<file path="src/rtl/seq_divider_pkg.sv">
// Shared constants and types for the sequential restoring divider.
package seq_divider_pkg;

  localparam int unsigned DIV_WIDTH = 16;

  // Counter width for a given iteration count; never narrower than one bit.
  function automatic int unsigned cnt_width(input int unsigned w);
    return (w > 1) ? $clog2(w) : 1;
  endfunction

  localparam int unsigned CNT_W = cnt_width(DIV_WIDTH);

  typedef enum logic [1:0] {
    ST_IDLE = 2'd0,
    ST_CALC = 2'd1,
    ST_DONE = 2'd2
  } div_state_e;

endpackage

</file>
<file path="src/rtl/div_trial_sub.sv">
// Trial subtract for one restoring-division step: x - y in WIDTH+1 bits,
// built as x + ~y + 1 with a ripple carry chain. y is zero-extended, so the
// result sign bit is reported as borrow and only the low WIDTH bits are kept.
module div_trial_sub #(
  parameter int unsigned WIDTH = 16
) (
  input  logic [WIDTH:0]   x,
  input  logic [WIDTH-1:0] y,
  output logic [WIDTH-1:0] diff,
  output logic             borrow
);

  // Invert-plus-carry-in ripple; the top stage adds ~0 = 1 for the extension bit.
  always_comb begin
    logic [WIDTH:0] c;
    c      = '0;
    diff   = '0;
    borrow = 1'b0;
    c[0]   = 1'b1;
    for (int i = 0; i < WIDTH; i++) begin
      diff[i] = x[i] ^ ~y[i] ^ c[i];
      c[i+1]  = (x[i] & ~y[i]) | (x[i] & c[i]) | (~y[i] & c[i]);
    end
    borrow = ~(x[WIDTH] ^ c[WIDTH]);
  end

endmodule

</file>
<file path="src/rtl/seq_divider_16bit.sv">
// Iterative restoring unsigned divider, one quotient bit per enabled clock.
// Optional macro SEQ_DIVIDER_DIV0_ERR_EN adds an err output and a fast
// divide-by-zero exit; without it a zero divisor runs the full iteration count.
module seq_divider_16bit
  import seq_divider_pkg::*;
#(
  parameter int unsigned WIDTH = DIV_WIDTH
) (
  input  logic             clk,
  input  logic             rst,
  input  logic             en,
  input  logic             start,
  input  logic [WIDTH-1:0] a,
  input  logic [WIDTH-1:0] b,
  output logic             busy,
  output logic             done,
`ifdef SEQ_DIVIDER_DIV0_ERR_EN
  output logic             err,
`endif
  output logic [WIDTH-1:0] quot,
  output logic [WIDTH-1:0] rem
);

  localparam int unsigned CW = cnt_width(WIDTH);
  localparam logic [CW-1:0] CntLast = CW'(WIDTH - 1);

  div_state_e       state_q;
  logic [WIDTH-1:0] prem_q;  // partial remainder
  logic [WIDTH-1:0] dvd_q;   // dividend bits shift out the top, quotient bits in the bottom
  logic [WIDTH-1:0] dvs_q;
  logic [CW-1:0]    cnt_q;

  logic [WIDTH:0]   shifted;
  logic [WIDTH-1:0] trial_diff;
  logic             trial_borrow;
  logic [WIDTH-1:0] prem_next;
  logic [WIDTH-1:0] dvd_next;

  assign shifted = {prem_q, dvd_q[WIDTH-1]};

  div_trial_sub #(
    .WIDTH(WIDTH)
  ) u_trial (
    .x     (shifted),
    .y     (dvs_q),
    .diff  (trial_diff),
    .borrow(trial_borrow)
  );

  // Restore on borrow: keep the shifted remainder and shift in a zero quotient bit.
  assign prem_next = trial_borrow ? shifted[WIDTH-1:0] : trial_diff;
  assign dvd_next  = {dvd_q[WIDTH-2:0], ~trial_borrow};

  // Control FSM, working registers and registered results.
  always_ff @(posedge clk or negedge rst) begin
    if (!rst) begin
      state_q <= ST_IDLE;
      prem_q  <= '0;
      dvd_q   <= '0;
      dvs_q   <= '0;
      cnt_q   <= '0;
      busy    <= 1'b0;
      done    <= 1'b0;
      quot    <= '0;
      rem     <= '0;
`ifdef SEQ_DIVIDER_DIV0_ERR_EN
      err     <= 1'b0;
`endif
    end else if (!en) begin
      // Stall: everything holds, but a done pulse never stretches.
      done <= 1'b0;
`ifdef SEQ_DIVIDER_DIV0_ERR_EN
      err  <= 1'b0;
`endif
    end else begin
      done <= 1'b0;
`ifdef SEQ_DIVIDER_DIV0_ERR_EN
      err  <= 1'b0;
`endif
      unique case (state_q)
        ST_IDLE, ST_DONE: begin
          if (start) begin
            dvd_q   <= a;
            dvs_q   <= b;
            prem_q  <= '0;
            cnt_q   <= CntLast;
            busy    <= 1'b1;
            state_q <= ST_CALC;
          end else begin
            state_q <= ST_IDLE;
          end
        end
        ST_CALC: begin
`ifdef SEQ_DIVIDER_DIV0_ERR_EN
          // Zero divisor leaves on the first CALC edge, before any shift of dvd_q.
          if (dvs_q == '0) begin
            quot    <= '1;
            rem     <= dvd_q;
            err     <= 1'b1;
            done    <= 1'b1;
            busy    <= 1'b0;
            state_q <= ST_DONE;
          end else
`endif
          begin
            prem_q <= prem_next;
            dvd_q  <= dvd_next;
            cnt_q  <= cnt_q - 1'b1;
            if (cnt_q == '0) begin
              quot    <= dvd_next;
              rem     <= prem_next;
              done    <= 1'b1;
              busy    <= 1'b0;
              state_q <= ST_DONE;
            end
          end
        end
        default: begin
          busy    <= 1'b0;
          state_q <= ST_IDLE;
        end
      endcase
    end
  end

endmodule

</file>
<file path="config.mk">
export PLATFORM = sky130hd
export DESIGN_NAME = seq_divider_16bit
export DESIGN_NICKNAME = d
export VERILOG_FILES = /design/src/rtl/seq_divider_pkg.sv /design/src/rtl/div_trial_sub.sv /design/src/rtl/seq_divider_16bit.sv
export SDC_FILE = /design/constraint.sdc
export NUM_CORES = 1
export LEC_CHECK = 0
export ABC_AREA = 1
export CELL_PAD_IN_SITES_DETAIL_PLACEMENT = 0
export CELL_PAD_IN_SITES_GLOBAL_PLACEMENT = 1
export CORE_MARGIN = 2
export CORE_UTILIZATION = 36
export DETAILED_ROUTE_END_ITERATION = 8
export PLACE_DENSITY_LB_ADDON = 0.05
export SLEW_MARGIN = 20
export SYNTH_ARGS = -nofsm -noshare
export SYNTH_HDL_FRONTEND = slang
export SYNTH_HIERARCHICAL = 1
export SYNTH_SLANG_ARGS = --single-unit
</file>
<file path="constraint.sdc">
create_clock -name clk -period 6.6 [get_ports clk]
set_input_delay 1.98 -clock clk [delete_from_list [all_inputs] [get_ports clk]]
set_output_delay 1.98 -clock clk [all_outputs]
set_load 0.005 [all_outputs]
</file>
==> After elaboration in Yosys (flattened, before gate mapping) <==
Cells that the tools add are included.
{ "word_totals": {"ff_bits": 88, "in_bits": 36, "out_inout_bits": 34, "elab_cells": 166} }
{ "op_classes": {"add_sub_neg": 1, "eq_ne": 4, "n_mux": 16, "bitwise": 127, "reduce_logical": 9} }
{ "ops": {"columns": ["operator", "count"], "rows": [
  ["$pmux 16 s2", 2],
  ["$mux 16", 3],
  ["$and 1x1->1", 46],
  ["$or 1x1->1", 32],
  ["$xor 1x1->1", 32],
  ["$not 1->1", 17],
  ["$reduce_and 3->1", 4],
  ["$pmux 4 s2", 1],
  ["$mux 1", 6],
  ["$logic_not 4->1", 1],
  ["$mux 4", 1],
  ["$ne 2x2->1 const B", 2],
  ["$pmux 2 s2", 1],
  ["$sub 4x1->4 const B", 1],
  ["$eq 2x1->1 const B", 1],
  ["$eq 2x2->1 const B", 1],
  ["$logic_not 2->1", 1],
  ["$mux 2", 1],
  ["$pmux 1 s2", 1],
  ["$reduce_and 2->1", 1],
  ["$reduce_bool 2->1", 1],
  ["$reduce_or 2->1", 1]
]} }

==> Logic depth before layout (Yosys ltp) <==
Gate-level depths: netlist of the first run.
{ "logic_depth": {"depth_word": 52, "depth_mapped": 27, "mapped_depth_nobuf": 25} }

==> Modules after synthesis <==
Netlist of the first run, hierarchy kept.
{ "modules_own_cells": {"columns": ["module", "instances", "cells_each", "area_each_um2"], "rows": [
  ["seq_divider_16bit", 1, 477, 3854.9],
  ["div_trial_sub", 1, 53, 451.7]
]} }

==> Worst setup path after synthesis of the first run <==
Ideal clock, no wire load.
{ "synth_timing": {"path_type": "register to register", "from": "reg dvs_q[0]", "to": "reg prem_q[10]", "setup_time_ns": 0.123, "arrival_time_ns": 7.111, "required_ns": 6.477, "slack_ns": -0.634, "stages_incl_launch_ff": 27, "path_buffers": 2, "cell_sequence": "dfrtp_1 ha_1 fa_1 fa_1 fa_1 fa_1 fa_1 fa_1 fa_1 fa_1 fa_1 fa_1 fa_1 fa_1 fa_1 fa_1 fa_1 inv_1 nand2_1 nand2_1 buf_2 clkinv_1 buf_2 nand2_1 nand2_1 nand3_1 nand2_1"} }
{ "synth_via": {"elab_chain_len": 52, "word_cells_on_any_way": 68, "classes_between": "mux: 2; bitwise: 66"} }
{ "synth_rtl": {"columns": ["item", "line", "text"], "rows": [
  ["start, declared", "seq_divider_16bit.sv:30", "logic [WIDTH-1:0] dvs_q;"],
  ["start signal, assigned", "seq_divider_16bit.sv:60", "dvs_q <= '0;"],
  ["start signal, assigned", "seq_divider_16bit.sv:84", "dvs_q <= b;"],
  ["$not 1->1 (*)", "div_trial_sub.sv:22", "c[i+1] = (x[i] & ~y[i]) | (x[i] & c[i]) | (~y[i] & c[i]);"],
  ["$and 1x1->1", "div_trial_sub.sv:22", null],
  ["$or 1x1->1", "div_trial_sub.sv:22", null],
  ["$or 1x1->1 (*)", "div_trial_sub.sv:22", null],
  ["$and 1x1->1", "div_trial_sub.sv:22", null],
  ["$or 1x1->1", "div_trial_sub.sv:22", null],
  ["$or 1x1->1 (*)", "div_trial_sub.sv:22", null],
  ["$and 1x1->1", "div_trial_sub.sv:22", null],
  ["(+33 left out)", null, null],
  ["$or 1x1->1 (2 in a row)", "div_trial_sub.sv:22", null],
  ["$and 1x1->1", "div_trial_sub.sv:22", null],
  ["$or 1x1->1 (2 in a row)", "div_trial_sub.sv:22", null],
  ["$and 1x1->1", "div_trial_sub.sv:22", null],
  ["$or 1x1->1 (2 in a row)", "div_trial_sub.sv:22", null],
  ["$xor 1x1->1", "div_trial_sub.sv:24", "borrow = ~(x[WIDTH] ^ c[WIDTH]);"],
  ["$mux 16 (*)", "seq_divider_16bit.sv:51", "assign prem_next = trial_borrow ? shifted[WIDTH-1:0] : trial_diff;"],
  ["$pmux 16 s2 (*)", "seq_divider_16bit.sv:80", "unique case (state_q)"],
  ["end signal, assigned", "seq_divider_16bit.sv:106", "prem_q <= prem_next;"],
  ["end, declared", "seq_divider_16bit.sv:28", "logic [WIDTH-1:0] prem_q;"]
]} }
Every way passes the cells marked *; elsewhere a longest branch is shown, timed or not.
A chain may end at the register's enable or synchronous reset.

==> Worst setup path in the final report of the first run <==
{ "layout_timing": {"from": "reg dvs_q[0]", "to": "reg prem_q[15]"} }
{ "layout_via": {"elab_chain_len": 52, "word_cells_on_any_way": 68, "classes_between": "mux: 2; bitwise: 66"} }
{ "layout_rtl": {"columns": ["item", "line"], "rows": [
  ["$not 1->1 (*)", "div_trial_sub.sv:22"],
  ["$and 1x1->1", "div_trial_sub.sv:22"],
  ["$or 1x1->1", "div_trial_sub.sv:22"],
  ["$or 1x1->1 (*)", "div_trial_sub.sv:22"],
  ["$and 1x1->1", "div_trial_sub.sv:22"],
  ["$or 1x1->1", "div_trial_sub.sv:22"],
  ["$or 1x1->1 (*)", "div_trial_sub.sv:22"],
  ["$and 1x1->1", "div_trial_sub.sv:22"],
  ["(+35 left out)", null],
  ["$and 1x1->1", "div_trial_sub.sv:22"],
  ["$or 1x1->1", "div_trial_sub.sv:22"],
  ["$or 1x1->1 (*)", "div_trial_sub.sv:22"],
  ["$and 1x1->1", "div_trial_sub.sv:22"],
  ["$or 1x1->1 (2 in a row)", "div_trial_sub.sv:22"],
  ["$xor 1x1->1", "div_trial_sub.sv:24"],
  ["$mux 16 (*)", "seq_divider_16bit.sv:51"],
  ["$pmux 16 s2 (*)", "seq_divider_16bit.sv:80"]
]} }
Marked as above.

==> summary.md, run 1 <==
| Metric | Value |
|---|---|
| Outcome | `finished with violations` |
| Failing checks | `negative setup slack` |
| Inserted Clock Buffers | `9` |
| Ant diodes | `0` |
| Iteration-0 DRC count of the detailed router | `about 180` |
| Vias per cell | `4.64` |
| Worst Slack Setup Final | `-0.0497 ns` |
| Pleak | `~2.8 nW` |
| Share of cells above drive strength 1 | `roughly 11%` |
| Clock Pin Slew Worst Setup and Hold Paths | `around 0.060 ns` |
| Gate Count Post-Synth | `530` |
| Setup WS pre-CTS | `-0.208 ns` |
| Combinational power share | `43.1%` |
| Synth top area cells | `dfrtp_1, nand2_1, o21ai_0` |
| Post-synth net total | `~580` |
| CTS Hold Bufs | `0` |
| #FFs+latches synth | `88` |
| Rows | `39` |
| Period minus WS final | `6.65 ns` |
| CP Class | `reg2reg` |
| WL/cell | `approximately 13 um` |
| Worst path required time | `6.82 ns` |
| Hold path endpoint | `quot[12]` |
| Endpoints failing setup | `29` |
| I/O Buffers | `between 60 and 70` |
| Layout area overhead | `28.2%` |
| Worst Min Path Start | `quot[12]` |
| Start point of the critical path | `dvs_q[0]` |
| Synth cell types | `20` |
| GR Overflow Total | `0` |
| Synth top area share | `between 50 and 60%` |
| HPWL after detailed placement | `approximately 6.3 mm` |
| Initial antenna violation count | `0` |
| Crit start category | `flip-flop` |
| Post-route ant nets | `0` |
| Clock Tree Root | `clkbuf_16` |
| Worst Path Arrival | `a little under 7 ns` |
| Max transition margin | `49.7%` |
| Reg2reg start | `dvs_q[0]` |
| Starting Density | `37.2%` |
| Sequential share of power | `35.9%` |
| Drt drc | `0` |
| Switching portion of total power | `about two fifths` |
| First-pass GRT wire length | `17.7 mm` |
| RSZ-0062 raised after global routing | `true` |
| Pin count of the biggest net entering global routing | `a little under 60` |
| PwrDens | `416 nW/um2` |
| Core Area | `roughly 12000 um2` |
| Sequential share of the synthesized area | `between 50% and 60%` |
| DR vias | `~3.5k` |
| Post-Syn Area | `4310 um2` |
| Slew @ Worst Pin | `approximately 0.75 ns` |
| # IOs | `70` |
| Reg2Reg Setup Slack | `-0.05 ns` |
| Hold crit path type | `reg2reg` |
| Global router's overall resource usage | `between 15 and 20%` |
| H-tree lvl count | `3` |
| Die width | `between 100 and 150 um` |
| P_int | `0.00140 W` |
| Reg2Reg Capture Point | `prem_q[15]` |
| TritonCTS clock tree | `done` |
| Max Freq | `150 MHz` |
| CP endpoint kind | `flip-flop` |
| Hold Slack | `about 0.47 ns` |
| Peak supply drop | `around 0.15 mV` |
| Clock share of power | `about a fifth` |
| Vias in the first global route | `3639` |
| Final hold vios | `0` |
| CP Max Fanout | `7` |
| Final period utilization | `101%` |
| Hold path depth | `2` |
| Clk sinks | `between 80 and 90` |
| Die area | `12900 um2` |
| Placer Congestion | `approximately 0.76` |
| R2R depth | `23` |
| Max Root-Sink Buffers | `2` |
| Final Core Density | `47.7%` |
| Final Routed Wirelength | `between 10 and 15 mm` |
| Final-stage net count | `roughly 650` |
| Max-Cap Viols | `0` |
| Yosys top cell by area | `dfrtp_1` |
| Syn_area_per_cell | `8.13 um2` |
| Net Sw Power | `between 0.0008 and 0.0009 W` |
| Worst-skew pair later-pin latency | `between 0.3 and 0.4 ns` |
| Slew Limit Fails | `0` |
| First-pass DRT Iterations | `4` |
| Final Instance Area | `approximately 5500 um2` |
| YS warnings | `6` |
| Post-Place Cell Area | `just over 5000 um2` |
| Clock skew | `about 0.010 ns` |
| Die H | `113 um` |
| Tot Pwr | `between 0.002 and 0.0025 W` |
## power by group through the flow
stage,clock [W],combinational (W),sequential [W]
finish,0.000481,0.000990,0.000824
global route,0.000517,0.00116,0.000851
CTS,0.000495,0.000987,0.000827
detailed placement,0,0.000897,0.000834
global placement,0,0.000883,0.000833
floorplan,0,0.000635,0.000810
## what timing repair did
item	in CTS	in global routing
resized for setup	21	4
pin swaps	13	3
gates cloned	3	0
endpoints found under the setup margin	34	34
setup buffers	1	0
## cells in the final DEF, fill, tap and decap left out, types with 8 or more instances in the layout
cell type          n
nand2_1          214
dfrtp_1           88
inv_1             72
clkdlybuf4s50_1   68
o21ai_0           63
nand3_1           19
fa_2              15
buf_4             12
nand2_2           10
clkbuf_16          9
o21ai_1            8
## layout make-up
class	instances	area [um2]
sequential	88	2200
timing repair buffer	83	805
clock buffer	12	256
fill	1186	6040
clock inverter	3	17.5
timing repair inverter	2	15.0
tap	143	179
inverter	77	294
multi-input combinational	340	1750
## metrics by stage
stage,instances,setup TNS [ns]
2_1_floorplan,530,0
3_3_place_gp,729,-3.51
3_5_place_dp,729,-5.75
4_1_cts,748,-2.68
5_1_grt,748,-7.44
6_report,748,-0.532
## worst max-delay path by stage
stage,slack (ns),cells after the start,endpoint
final,-0.05,23,prem_q[15]
after global routing,-0.27,23,prem_q[15]
after CTS,-0.1,24,prem_q[14]
after detailed placement,-0.21,24,prem_q[12]
after global placement,-0.14,24,prem_q[0]
after floorplan,0.009,26,prem_q[10]
## state kept, by name, summed over array words and instances (netlist names)
register / count
cnt_q: 4
done: 1
rem: 16
prem_q: 16
dvd_q: 16
quot: 16
busy: 1
state_q: 2
dvs_q: 16
## per-layer routing
layer	vias to the layer above	global-route usage, %	share of wire [%]
met5	-	0	0
met1	1648	23.2	48
met2	75	28.3	47
met4	0	7.48	1.7
li1	1737	-	-
met3	10	3.24	3.7
## cell usage after synthesis, drive strengths merged
cell type    n
nand3       19
fa          15
nand2      226
buf         16
clkinv       2
ha           2
clkbuf       9
dfrtp       88
nor2         6
inv         75
nor3         1
o21ai       71
## kinds of logic (layout without fill, tap and decap cells)
family / count (synthesis) / after routing / synth area share (%)
and+or+nand+nor: 252 / 252 / 22.8
buffers and inverters: 102 / 177 / 10.2
DFF: 88 / 88 / 51.1
AOI/OAI and AO/OA: 71 / 71 / 8.25
adders and majority gates: 17 / 17 / 7.55
## worst max-delay path, cell delays in order (launching register included)
cell     delay, ns
dfrtp_1       0.38
ha_2          0.19
fa_2          0.34
fa_2          0.37
fa_2          0.38
fa_2          0.35
fa_2          0.35
fa_2          0.35
fa_2          0.35
fa_2          0.38
fa_2          0.36
fa_2          0.35
fa_2          0.34
fa_2          0.34
fa_2          0.34
fa_2          0.34
fa_2          0.37
nand2_2       0.13
nand2_8       0.10
buf_6         0.15
nand2_1       0.06
nand2_1       0.08
nand3_1       0.07
nand2_1       0.07
Power figures use the tool's default switching activity.
==> inputs of run 2 (changes only) <==
--- a/config.mk
+++ b/config.mk
@@ -12,7 +12,6 @@
 export CORE_UTILIZATION = 36
 export DETAILED_ROUTE_END_ITERATION = 8
 export PLACE_DENSITY_LB_ADDON = 0.05
-export SLEW_MARGIN = 20
 export SYNTH_ARGS = -nofsm -noshare
 export SYNTH_HDL_FRONTEND = slang
 export SYNTH_HIERARCHICAL = 1
==> results of run 2 <==
No change in the layout: final DEF, timing and power equal those of run 1.
==> inputs of run 3 (changes only) <==
--- a/config.mk
+++ b/config.mk
@@ -11,7 +11,7 @@
 export CORE_MARGIN = 2
 export CORE_UTILIZATION = 36
 export DETAILED_ROUTE_END_ITERATION = 8
-export PLACE_DENSITY_LB_ADDON = 0.05
+export PLACE_DENSITY_LB_ADDON = 0.1
 export SYNTH_ARGS = -nofsm -noshare
 export SYNTH_HDL_FRONTEND = slang
 export SYNTH_HIERARCHICAL = 1
==> run 3 against run 2 <==
  * The flow still finishes with violations (negative setup slack)
  * Hold slack lost 0.0010 ns
  * Critical path depth increased by 2
  * Sequential power about the same
  * Via count is 1.2% lower
  * Register-to-register slack worse by 0.03 ns
  * Global-route usage is 0.064 points lower
  * First-iteration DRC count fell by 12%
  * Flip-flop and latch count unchanged
  * Die area unchanged
  * Sequential share of layout area fell by 0.47 points
  * Power grew 4.3%
  * Routed wire length rose by 1.2%
==> summary.md, run 3 (synthesis gave the netlist of run 1 again) <==
| Metric | Value |
|---|---|
| Hold crit path type | `reg2reg` |
| Clock Pin Slew Worst Setup and Hold Paths | `0.06 ns` |
| Max-Cap Viols | `0` |
| Worst Path Arrival | `approximately 6.9 ns` |
| Slew Limit Fails | `0` |
| Max transition margin | `21.8%` |
| CP endpoint kind | `flip-flop` |
| Layout area overhead | `29.8%` |
| Share of cells above drive strength 1 | `between 10% and 20%` |
| Global router's overall resource usage | `between 15 and 20%` |
| Max Root-Sink Buffers | `2` |
| RSZ-0062 raised after global routing | `true` |
| TritonCTS clock tree | `done` |
| WL/cell | `approximately 14 um` |
| Outcome | `finished with violations` |
| Die width | `113 um` |
| Initial antenna violation count | `0` |
| # IOs | `70` |
| Max Freq | `~150 MHz` |
| Slowest CP cell | `dfrtp_1` |
| Reg2reg start | `dvs_q[0]` |
| Worst Slack Setup Final | `-0.0806 ns` |
| DR vias | `3427` |
| Die H | `113 um` |
| Tot Pwr | `~0.0024 W` |
| Start point of the critical path | `dvs_q[0]` |
| Post-route ant nets | `0` |
| Inserted Clock Buffers | `9` |
| Reg2Reg Capture Point | `prem_q[13]` |
| Commonest non-fill, non-tap cells in the layout | `nand2_1, dfrtp_1, inv_1, clkdlybuf4s50_1, o21ai_0` |
| Period minus WS final | `roughly 6.7 ns` |
| First-pass DRT Iterations | `4` |
| Final hold vios | `0` |
| H-tree lvl count | `3` |
| Drt drc | `0` |
| Crit start category | `flip-flop` |
| Layout fillers | `about 1.2k` |
| Peak supply drop | `0.150 mV` |
| Placer Congestion | `0.744` |
| Final period utilization | `101%` |
| Endpoints failing setup | `28` |
| Core Area | `between 10000 and 15000 um2` |
| CP most frequent cell | `fa_2` |
| GR Overflow Total | `0` |
| Worst path required time | `roughly 7 ns` |
| HPWL after detailed placement | `roughly 6.4 mm` |
| R2R depth | `25` |
| Ant diodes | `0` |
| Final-stage net count | `around 650` |
| Rows | `39` |
| CP Class | `reg2reg` |
| First-pass GRT wire length | `between 15 and 20 mm` |
| Worst Min Path Start | `quot[9]` |
| CP Max Fanout | `8` |
| CP peak stage delay | `0.38 ns` |
| Starting Density | `about 37%` |
| Clk sinks | `88` |
| Worst Setup EP | `prem_q[13]` |
| Setup TNS Final | `-1.22 ns` |
| Clock skew | `between 0.005 and 0.006 ns` |
| Worst-skew pair later-pin latency | `approximately 0.35 ns` |
| Clock Tree Root | `clkbuf_16` |
| I/O Buffers | `69` |
| Vias per cell | `4.59` |
| Reg2Reg Setup Slack | `-0.08 ns` |
| PwrDens | `428 nW/um2` |
| Pin count of the biggest net entering global routing | `49` |
| Most common cell after layout, fill and taps aside | `nand2_1` |
| Final Routed Wirelength | `10.2 mm` |
| Slew @ Worst Pin | `between 1 and 1.5 ns` |
| Die area | `12900 um2` |
| Vias in the first global route | `approximately 3.5k` |
| Iteration-0 DRC count of the detailed router | `160` |
| Pleak | `roughly 2.8 nW` |
| Failing checks | `negative setup slack` |
run 3: timing repair:
action,in CTS,in global routing
hold buffers,0,0
endpoints found under the setup margin,34,34
gates resized for setup,12,31
buffers inserted,2,2
cloned,2,0
pin swaps,3,12
run 3: worst min-delay path by stage:
stage	endpoint	slack (ns)	depth (start not counted)
after floorplan	quot[10]	0.45	2
after global placement	quot[7]	0.45	2
after detailed placement	quot[9]	0.46	2
after CTS	quot[9]	0.48	2
after global routing	quot[0]	0.49	2
final	quot[9]	0.47	2
run 3: final cells by class:
type	count	area [um2]	area share (%)
timing repair inverter	1	16.3	0.291
sequential	88	2200	39.4
tap	143	179	3.20
clock buffer	14	274	4.90
inverter	77	294	5.26
multi-input combinational	340	1780	31.9
timing repair buffer	84	840	15.0
run 3: per-stage QoR:
step                util (%)  worst slack, ns  std cells  instance area, um2  hold slack, ns
finish                  48.3          -0.0806        747                5590           0.467
global route            48.3           -0.289        747                5590           0.493
CTS                     47.7           -0.105        746                5510           0.475
detailed placement      44.5           -0.267        728                5140           0.460
global placement        44.5           -0.199        728                5140           0.453
floorplan                  -          0.00873        530                4350           0.449
run 3: where the power goes:
part,leakage [nW],internal [W],switching (W)
Combinational,1.53,0.000480,0.000598
Clock,0.135,0.000282,0.000206
Sequential,1.16,0.000707,0.000120
run 3: routing by layer:
layer	part of all wire, %	wire length, um	track usage, %	up-vias
li1	-	-	-	1744
met1	50	5110	24.2	1597
met2	44	4500	27.2	72
met3	3.6	370	3.13	14
met4	1.9	197	6.91	0
met5	0	0	0	-
run 3: critical path: cells and delay by family, from the launching register on:
| family | cells | cell delay, ns |
|---|---|---|
| buffers and inverters | 3 | 0.26 |
| flip-flops | 1 | 0.38 |
| adder cells (fa/ha/maj) | 16 | 5.48 |
| AND/OR/NAND/NOR | 6 | 0.43 |
